$ cat src/rtl/rf_pkg.sv
// Shared types and constants for the register-file write-port arbiter.
package rf_pkg;

    localparam int ADDR_W   = 5;
    localparam int DATA_W   = 32;
    localparam int NUM_REGS = 32;

    typedef enum logic [1:0] {
        INIT    = 2'd0,
        RUN     = 2'd1,
        FORCE_B = 2'd2
    } rf_arb_state_t;

    localparam logic [ADDR_W-1:0] REG_ZERO = '0;

endpackage

$ cat src/rtl/rf_write_arbiter.sv
// Owns the register file write port: clears r1..r31 after reset, then arbitrates
// core write-back (A, priority) against a multi-cycle unit (B) with a starvation guard.
//
// Handshakes: A is consumed in any cycle where a_stall is low; B transfers in a
// cycle where b_valid & b_ready are both high, and b_ready never depends on
// anything but registered state and the current request inputs.
module rf_write_arbiter
    import rf_pkg::*;
#(
    parameter int DATA_W       = rf_pkg::DATA_W,
    parameter int ADDR_W       = rf_pkg::ADDR_W,
    parameter int NUM_REGS     = rf_pkg::NUM_REGS,
    parameter int STARVE_LIMIT = 4
) (
    input  logic              clk,
    input  logic              rst_n,
    input  logic              a_we,
    input  logic [ADDR_W-1:0] a_waddr,
    input  logic [DATA_W-1:0] a_wdata,
    output logic              a_stall,
    input  logic              b_valid,
    input  logic [ADDR_W-1:0] b_waddr,
    input  logic [DATA_W-1:0] b_wdata,
    output logic              b_ready,
    output logic              rf_we,
    output logic [ADDR_W-1:0] rf_waddr,
    output logic [DATA_W-1:0] rf_wdata,
    output logic              init_done,
    output logic              starve_evt
);

    localparam logic [ADDR_W-1:0] SWEEP_LAST = ADDR_W'(NUM_REGS - 1);
    localparam logic [3:0]        WAIT_LAST  = 4'(STARVE_LIMIT - 1);

    rf_arb_state_t     state;
    logic [ADDR_W-1:0] sweep_cnt;
    logic [3:0]        wait_cnt;
    logic              a_eff;

    assign a_eff = a_we && (a_waddr != REG_ZERO);

    always_ff @(posedge clk or negedge rst_n) begin
        if (!rst_n) begin
            state     <= INIT;
            sweep_cnt <= ADDR_W'(1);
            wait_cnt  <= 4'd0;
        end else begin
            case (state)
                INIT: begin
                    sweep_cnt <= sweep_cnt + ADDR_W'(1);
                    wait_cnt  <= 4'd0;
                    if (sweep_cnt == SWEEP_LAST) begin
                        state <= RUN;
                    end
                end
                RUN: begin
                    // B only accumulates losses while it is actually waiting behind A.
                    if (a_eff && b_valid) begin
                        wait_cnt <= wait_cnt + 4'd1;
                        if (wait_cnt == WAIT_LAST) begin
                            state <= FORCE_B;
                        end
                    end else begin
                        wait_cnt <= 4'd0;
                    end
                end
                FORCE_B: begin
                    wait_cnt <= 4'd0;
                    state    <= RUN;
                end
                default: begin
                    state    <= INIT;
                    wait_cnt <= 4'd0;
                end
            endcase
        end
    end

    always_comb begin
        rf_we      = 1'b0;
        rf_waddr   = REG_ZERO;
        rf_wdata   = '0;
        a_stall    = 1'b1;
        b_ready    = 1'b0;
        starve_evt = 1'b0;
        case (state)
            INIT: begin
                rf_we    = 1'b1;
                rf_waddr = sweep_cnt;
            end
            RUN: begin
                a_stall = 1'b0;
                if (a_eff) begin
                    rf_we    = 1'b1;
                    rf_waddr = a_waddr;
                    rf_wdata = a_wdata;
                end else if (b_valid) begin
                    b_ready  = 1'b1;
                    rf_we    = (b_waddr != REG_ZERO);
                    rf_waddr = b_waddr;
                    rf_wdata = b_wdata;
                end
            end
            FORCE_B: begin
                starve_evt = 1'b1;
                if (b_valid) begin
                    b_ready  = 1'b1;
                    rf_we    = (b_waddr != REG_ZERO);
                    rf_waddr = b_waddr;
                    rf_wdata = b_wdata;
                end
            end
            default: begin
                rf_we = 1'b0;
            end
        endcase
    end

    assign init_done = (state != INIT);

endmodule

$ cat config.mk
export PLATFORM = sky130hd
export DESIGN_NAME = rf_write_arbiter
export DESIGN_NICKNAME = d
export VERILOG_FILES = /design/src/rtl/rf_pkg.sv /design/src/rtl/rf_write_arbiter.sv
export SDC_FILE = /design/constraint.sdc
export NUM_CORES = 1
export LEC_CHECK = 0
export CAP_MARGIN = 10
export CORE_ASPECT_RATIO = 0.8
export CORE_UTILIZATION = 25
export CTS_BUF_LIST = sky130_fd_sc_hd__clkbuf_8
export DETAILED_ROUTE_END_ITERATION = 8
export PLACE_DENSITY = 0.75
export SLEW_MARGIN = 15
export SYNTH_ARGS = -nofsm -noshare
export SYNTH_HDL_FRONTEND = slang
export SYNTH_SLANG_ARGS = --single-unit
$ cat constraint.sdc
create_clock -name clk -period 2.3 [get_ports clk]
set_input_delay 0.23 -clock clk [delete_from_list [all_inputs] [get_ports clk]]
set_output_delay 0.23 -clock clk [all_outputs]
set_load 0.02 [all_outputs]
==> run_results.csv <==
group,metric,value,unit
final_layout,synthToLayoutAreaGrowth,125,%
final_layout,fin_cells,304,
placed_design,placement.io_buffers,119,
run_status,status,"complete, no violations",
global_route,overflow,0,
routing,vias,1467,
final_layout,nNetsFinal,335,
synth,syn_inst,113,
pwr,power_frac_seq,16.7,%
synth,netlist_area,1060,um2
synth,ys.warnings.count,0,
final_layout,utilization,60.7,%
synth,syn_nets,198,
timing,setup_ws,0.0413,ns
synth,synth_seq_cells,11,
final_layout,drive_above_1_share,28.5,%
synth,synth_edf_count,0,
floorplanning,die_y,60.2,um
global_route,grt_max_degree,33,
pwr,p_clk_share,10.3,%
cts,cts_tree,"yes",
placed_design,dpl_cell_area,2430,um2
cts,cts_htree_levels,1,
timing,slew_viol_final,0,
pwr,switching_power,799,uW
pwr,p_int,1060,uW
routing,first_iter_violations,64,
worst_setup_path,worstSetupStartpointType,"flop",
floorplanning,die_x,74.8,um
pwr,combPwrFrac,73.0,%
worst_setup_path,reg2reg_slack,0.34,ns
cts,cts_hold_buffers,0,
run,drv_cap,0,
cts,clock_path_buffers,2,
timing,post-route-min-period,2.26,ns
synth,synthFlopType,"dfrtp_1",
routing,post_drt_wl_per_cell,15.3,um
timing,rsz0062_at_grt,"yes",
worst_setup_path,path_class,"reg -> out",
worst_setup_path,cp_max_fo,17,
cts,cts_inserted_buffers,3,
floorplanning,io_pins,120,
pwr,total_leakage_power,0.00114,uW
synth,syn_area_per_cell,9.38,um2
global_route,grt_use_total,20.1,%
worst_setup_path,required,2.07,ns
worst_setup_path,endpoint_kind,"primary output",
worst_setup_path,crit_path_top_delay_cell,"dfrtp_1",
floorplanning,coreArea,3930,um2
routing,wirelength,4640,um
worst_setup_path,crit_chain,"buf_4 > ha_2 > and2_1 > a211o_1 > and2_4 > buf_12 > a22o_1 > buf_2",
timing,setup_viol,0,
cts,clock-sinks,11,
cts,worst_skew_pair.late_latency,0.24,ns
placed_design,hpwl,3670,um
final_layout,antenna_cells,0,
floorplanning,num_rows,20,
final_layout,stdcell_area,2390,um2
synth,yosysMostFrequentCell,"a22o_1",
floorplanning,initial_core_util,27.0,%
synth,synth_common_cells,"a22o_1, nor2_1, dfrtp_1, ha_1, a222oi_1",
timing,skew,0.000455,ns
worst_setup_path,slowest_delay,0.39,ns
synth,ys_seq_area_share,26.1,%
global_route,grt_pass1_wl,6820,um
global_route,grt_pass1_vias,1361,
final_layout,fillers,352,
placed_design,dp_slack,-0.292,ns
pwr,power-per-cell-area,778,nW/um2
pwr,p_sw_share,43.1,%
routing,drcViolationCount,0,
cts,cts_root_buffer,"clkbuf_8",
timing,maxSlewHeadroom,64.5,%
synth,async_reset_ff_share,100,%
timing,worst_pin_slew,0.531,ns
routing,antenna_left,0,
synth,yosysTopAreaCellShare,26.4,%
worst_setup_path,arrival,2.03,ns
floorplanning,die_area,4510,um2
timing,final.setup.tns,0,ns
placed_design,gp_congestion,0.782,
synth,yosysUniqueCellTypes,31,
timing,hold_viol_final,0,
global_route,antenna_found_initial,0,
routing,first_pass_iters,4,
timing,max_freq,443,MHz
cts,cts.clk_slew.worst_paths,0.05,ns
routing,viasPerCell,4.83,
synth,yosysTopAreaCell,"a22o_1",
synth,synth.area.top_cells,"a22o_1, dfrtp_1, ha_1",
placed_design,dp_cells,298,
timing,timing.final.crit_share,98.2,%
pwr,ir_worst_vdd,0.667,mV
hold_path,hp-class,"in -> async",
[cells in the final DEF (no fill, tap or decap), types with 3 or more instances in the layout]
cell type | netlist | final
clkdlybuf4s50_1 | 0 | 80
a22o_1 | 32 | 32
buf_4 | 0 | 19
inv_1 | 4 | 4
a222oi_1 | 5 | 5
and2_1 | 4 | 3
xnor2_1 | 3 | 3
nand2_1 | 4 | 4
nor2_1 | 11 | 11
buf_6 | 4 | 7
clkbuf_8 | 0 | 3
dfrtp_1 | 10 | 10
buf_2 | 4 | 30
ha_1 | 7 | 4
[final timing paths]
check / to / cells past startpoint / startpoint
setup / recovery: rf_wdata[6] / 8 / state[1]
hold / removal: wait_cnt[3] / 1 / rst_n
setup reg to reg: state[0] / 7 / sweep_cnt[0]
hold reg to reg: wait_cnt[0] / 1 / wait_cnt[0]
max in group asynchronous: sweep_cnt[0] / 1 / rst_n
min in group clk: wait_cnt[0] / 1 / wait_cnt[0]
[power groups by stage]
stage               Sequential (uW)  Combinational (uW)  Clock [uW]
finish                          309                1350         192
global route                    317                1460         211
CTS                             304                1320         199
detailed placement              306                1440           0
global placement                306                1420           0
floorplan                       292                 739           0
[metrics by stage]
| step | power (uW) | hold WS [ns] |
|---|---|---|
| CTS | 1820 | 0.354 |
| finish | 1860 | 0.342 |
| global route | 1990 | 0.386 |
| detailed placement | 1740 | 0.475 |
| global placement | 1720 | 0.448 |
| floorplan | 1030 | -0.0656 |
[metal layers]
layer	track usage (%)	vias to the layer above	wire length (um)
met5	0	-	0
met4	2.16	0	14
met3	4.38	2	386
met2	33.6	67	2180
met1	27.3	682	2060
li1	-	716	-
[registers in the layout, summed over array words and instances (netlist names)]
register,cells
state,2
sweep_cnt,5
wait_cnt,4
[kinds of logic after synthesis]
kind of cell / after synthesis / synth area share (%)
flip-flops: 11 / 26.1
multiplexers: 3 / 3.07
AND/OR/NAND/NOR: 30 / 14.8
AO/OA/AOI/OAI: 44 / 35.8
adder cells (fa/ha/maj): 7 / 8.26
buffers and inverters: 13 / 7.91
XOR/XNOR: 5 / 4.13
[worst max-delay path: cells and delay by family, from the launching register on]
family / cells / cell delay, ns
flops: 1 / 0.39
simple gates: 2 / 0.30
fa+ha+maj: 1 / 0.18
buf+inv: 3 / 0.45
compound gates: 2 / 0.47
[repair_timing]
action                                  CTS  global route
endpoints found under the setup margin   39            40
cloned                                    1             0
gates resized for setup                 156            17
pin swaps                                 4             5
buffers inserted                          1             0
[layout make-up]
cell class | count | area (um2) | share of cell area (%)
clock buffer | 3 | 41.3 | 1.73
tap | 55 | 68.8 | 2.88
sequential | 11 | 277 | 11.6
clock inverter | 1 | 3.75 | 0.157
multi-input combinational | 89 | 723 | 30.3
inverter | 4 | 15.0 | 0.629
timing repair buffer | 141 | 1260 | 52.7
(Power assumes the default switching activity.)
